$ cat src/rtl/pwm.sv
// pwm -- duty-cycle modulator driven by an external step strobe.
//
// An N-bit ramp advances by one on each clock cycle where both ena and step
// are high, so one PWM period is 2^N steps. out is high while the ramp is
// below the active duty value. duty is double-buffered: the shadow copy only
// reloads when the ramp wraps, or on every cycle while the block is disabled.
// Because of this, a period never mixes two duty values.
//
// Ports
//   clk           system clock; all state updates on the rising edge
//   rst           asynchronous active-low reset (0 = reset asserted)
//   ena           enable; when low the ramp is held at 0 and out is forced low
//   step          advance strobe, normally pulse_generator.out
//   duty [N-1:0]  requested high time in steps (0 .. 2^N-1)
//   out           PWM output
//   period_start  one-cycle strobe, high in the cycle of the wrapping advance
module pwm #(
  parameter int N = 8
) (
  input  logic         clk,
  input  logic         rst,
  input  logic         ena,
  input  logic         step,
  input  logic [N-1:0] duty,
  output logic         out,
  output logic         period_start
);

  localparam logic [N-1:0] CNT_MAX = '1;

  logic [N-1:0] counter_q, counter_d;
  logic [N-1:0] duty_active_q, duty_active_d;
  logic         adv;
  logic         at_top;

  assign adv    = ena & step;
  assign at_top = (counter_q == CNT_MAX);

  always_comb begin
    counter_d     = counter_q;
    duty_active_d = duty_active_q;
    if (!ena) begin
      // While disabled, keep the shadow tracking the request. The first
      // period after enable then starts with the current duty.
      counter_d     = '0;
      duty_active_d = duty;
    end else if (adv) begin
      // The wrap from 2^N-1 to 0 comes from natural N-bit overflow.
      counter_d = counter_q + 1'b1;
      if (at_top) begin
        duty_active_d = duty;
      end
    end
  end

  always_ff @(posedge clk or negedge rst) begin
    if (!rst) begin
      counter_q     <= '0;
      duty_active_q <= '0;
    end else begin
      counter_q     <= counter_d;
      duty_active_q <= duty_active_d;
    end
  end

  // Both outputs are combinational. Forcing the state to zero therefore
  // drops them at once when reset asserts or when ena falls.
  assign out          = ena & (counter_q < duty_active_q);
  assign period_start = adv & at_top;

endmodule

$ cat config.mk
export PLATFORM = sky130hd
export DESIGN_NAME = pwm
export DESIGN_NICKNAME = d
export VERILOG_FILES = /design/src/rtl/pwm.sv
export SDC_FILE = /design/constraint.sdc
export NUM_CORES = 1
export LEC_CHECK = 0
export CAP_MARGIN = 20
export CORE_UTILIZATION = 46
export CTS_CLUSTER_SIZE = 40
export DETAILED_ROUTE_END_ITERATION = 8
export PLACE_DENSITY = 0.73
export SETUP_SLACK_MARGIN = 0.3
export SLEW_MARGIN = 10
export SYNTH_ARGS = -nofsm -noshare
export SYNTH_HDL_FRONTEND = slang
export SYNTH_SLANG_ARGS = --single-unit
$ cat constraint.sdc
create_clock -name clk -period 1.6 [get_ports clk]
set_input_delay 0.24 -clock clk [delete_from_list [all_inputs] [get_ports clk]]
set_output_delay 0.24 -clock clk [all_outputs]
set_load 0.02 [all_outputs]
==> results by group <==
Outcome
  – Status: finished, violations left
  – Failing checks: setup timing

Final layout
  – Layout cell share with drive strength beyond 1: 0.471
  – Nets: 142
  – Non-filler instance count after layout: 146
  – Fin util: 0.816
  – Synth-to-Final Area Change: 61.5%
  – ANT cells: 0

Yosys
  – Adder-Cell Fraction of Synth Area: 0.112
  – Top cells by count, synth: 16 x dfrtp_1, 8 x ha_1, 8 x mux2_2
  – Synth area leader: dfrtp_1
  – Multiplexer share of the synthesized area: 0.112
  – Post-synthesis net count: 98
  – FF+latch count, synth: 16
  – Synth top area cells: dfrtp_1 45%, ha_1 11%, mux2_2 10%
  – Number of synthesized flops with an enable pin: 0
  – Syn_area_per_cell: 11.4 µm²
  – Post-Syn Area: 891 µm²
  – Dominant synthesized flop cell: dfrtp_1
  – Synth Area in XOR/XNOR: 0.0393
  – Sequential share of the synthesized area: 0.449
  – Synth Instances: 78
  – Post-synth top area share: 0.449
  – Synth Area in Compound Gates: 0.103
  – Most common cell in the netlist: dfrtp_1
  – Simple-Gate Fraction of Synth Area: 0.145
  – Synth async-reset ratio: 1.00
  – Yosys warns: 0
  – Synth cell types: 25
  – Largest family of logic cells by synthesized area: simple AND/OR/NAND/NOR gates

Timing
  – FMAX: 0.488 GHz
  – Slew @ Worst Pin: 223 ps
  – Final setup vio count: 1
  – Slew margin rel.: 0.850
  – Max-slew violation count: 0
  – Final Skew: 1.78 ps
  – Final Hold Viols: 0
  – Setup WS post-layout: -448 ps
  – RSZ-0062 raised after global routing: yes
  – Final min period: 2050 ps
  – Post-Route Setup TNS: -448 ps
  – Period utilization: 1.28

Clocking
  – Clk sink count: 16
  – CTS root buffer: clkbuf_4
  – Clock buffer depth: 2
  – Clock Latency Late Sink: 290 ps
  – Num CTS Buffers: 3
  – Clk pin slew, worst setup/hold paths: 100 ps
  – H-Tree Depth: 1
  – Count of hold-fix buffers inserted at cts: 0
  – CTS tree: yes

Detailed routing
  – Routed via count: 760
  – First-pass DRT Iterations: 3
  – WL per Instance: 15.0 µm
  – DRC: 0
  – Post-route ant nets: 0
  – DR vias/cell: 5.21
  – DRT iter0 DRCs: 8
  – Max layer used: met4
  – Met2 wire length: 1180 µm
  – DRT met1 WL: 943 µm
  – DRT Wirelength: 2200 µm
  – Met3 routed WL: 58 µm

Power and ir drop
  – Peak supply drop: 698 µV
  – Leak: 0.690 nW
  – Post-route total power: 0.938 mW
  – Pwr Density: 652 nW/µm²

Floorplan
  – Die Y: 46.0 µm
  – Initial core utilization: 0.505
  – I/O pin cnt: 14
  – Die area: 2120 µm²
  – Die X: 46.0 µm
  – CORE AREA: 1760 µm²
  – # rows: 15

Worst setup path
  – Critical-path maximum fanout: 2
  – Worst Path Arrival: 1810 ps
  – Req. time, crit path: 1360 ps
  – Endpoint class of the critical path: output port
  – Critical Path Start Type: flop
  – Crit Path Category: flop to output port

Place
  – RePlAce Congestion: 0.804
  – Post-Place Setup Slack: -600 ps
  – Hpwl dp: 1600 µm
  – Placed Cells incl. Taps: 139
  – IO buf count: 13

GRT
  – Initial antenna violation count: 0
  – Grt ovf: 0
  – Global-route wire length before repair: 3440 µm
  – Gr usage total: 0.231
  – Vias in the first global route: 828
  – Largest net degree at the start of global routing: 17

Min path
  – Worst min-delay path category: input pin to async pin

Flow run
  – Maxcap violations: 0
-- flip-flops by register name, summed over array words and instances, names as in the netlist --
name,cells
counter_q,8
duty_active_q,8
-- cell families (layout without fill, tap and decap cells) --
logic type / Yosys count / count (layout)
AND/OR/NAND/NOR: 19 / 19
flip-flops: 16 / 16
AO/OA/AOI/OAI: 13 / 13
multiplexers: 9 / 9
buffers and inverters: 9 / 52
adder cells (fa/ha/maj): 8 / 8
XOR/XNOR: 4 / 4
-- power breakdown --
group          switching (mW)  leakage (nW)  internal (mW)
clock                   0.137        0.0210          0.139
combinational          0.0858         0.467          0.132
sequential             0.0154         0.202          0.430
-- placed cells by master, fill, tap and decap left out, drive strengths merged --
master / n
nor2: 5
or3: 3
mux2i: 1
dlygate4sd2: 1
nand3: 2
xor2: 3
o21ai: 5
nand4: 4
clkbuf: 4
o211ai: 1
xnor2: 1
mux2: 8
a211oi: 1
nor3: 1
nor3b: 1
clkdlybuf4s50: 10
buf: 29
nor2b: 1
nand2: 2
inv: 7
clkinv: 1
o2111a: 1
ha: 8
a2111oi: 1
dfrtp: 16
a21oi: 4
-- worst paths after layout --
path,start,end,slack [ps],cells past startpoint
max in group asynchronous,rst,counter_q[3],1140,2
max,counter_q[1],out,-450,5
min in group clk,duty_active_q[6],duty_active_q[6],520,1
min,rst,counter_q[6],260,2
min reg2reg,duty_active_q[6],duty_active_q[6],520,1
max reg2reg,counter_q[0],duty_active_q[5],30,7
-- timing repair --
| item | CTS | global route |
|---|---|---|
| buffers inserted | 1 | 2 |
| pin swaps | 4 | 2 |
| gates resized for setup | 21 | 7 |
| cloned | 0 | 0 |
| setup endpoints to repair | 14 | 14 |
-- critical path, cell delays in order (launching register included) --
cell and delay [ps]:
dfrtp_1 410, ha_1 310, o211ai_1 210, o21ai_2 110, a2111oi_4 280, buf_4 190
-- stage by stage --
| step | hold WS [ps] | cell area, µm² |
|---|---|---|
| after floorplan | -55.6 | 971 |
| after global placement | 498 | 1320 |
| after detailed placement | 501 | 1320 |
| after CTS | 262 | 1390 |
| after global routing | 269 | 1440 |
| final | 257 | 1440 |
-- routing by layer --
layer  track usage  vias up
li1              -      364
met1         0.267      381
met2         0.431       11
met3        0.0357        4
met4        0.0647        0
met5             0        -
-- final cells by class --
cell class / instances / area [µm²]
well taps: 25 / 31.3
multi-input cells: 53 / 577
clock buffers: 4 / 36.3
fillers: 111 / 325
flip-flops and latches: 16 / 402
inverters: 8 / 31.3
repair buffers: 40 / 362
No activity file was read; power rests on OpenSTA's default activity.
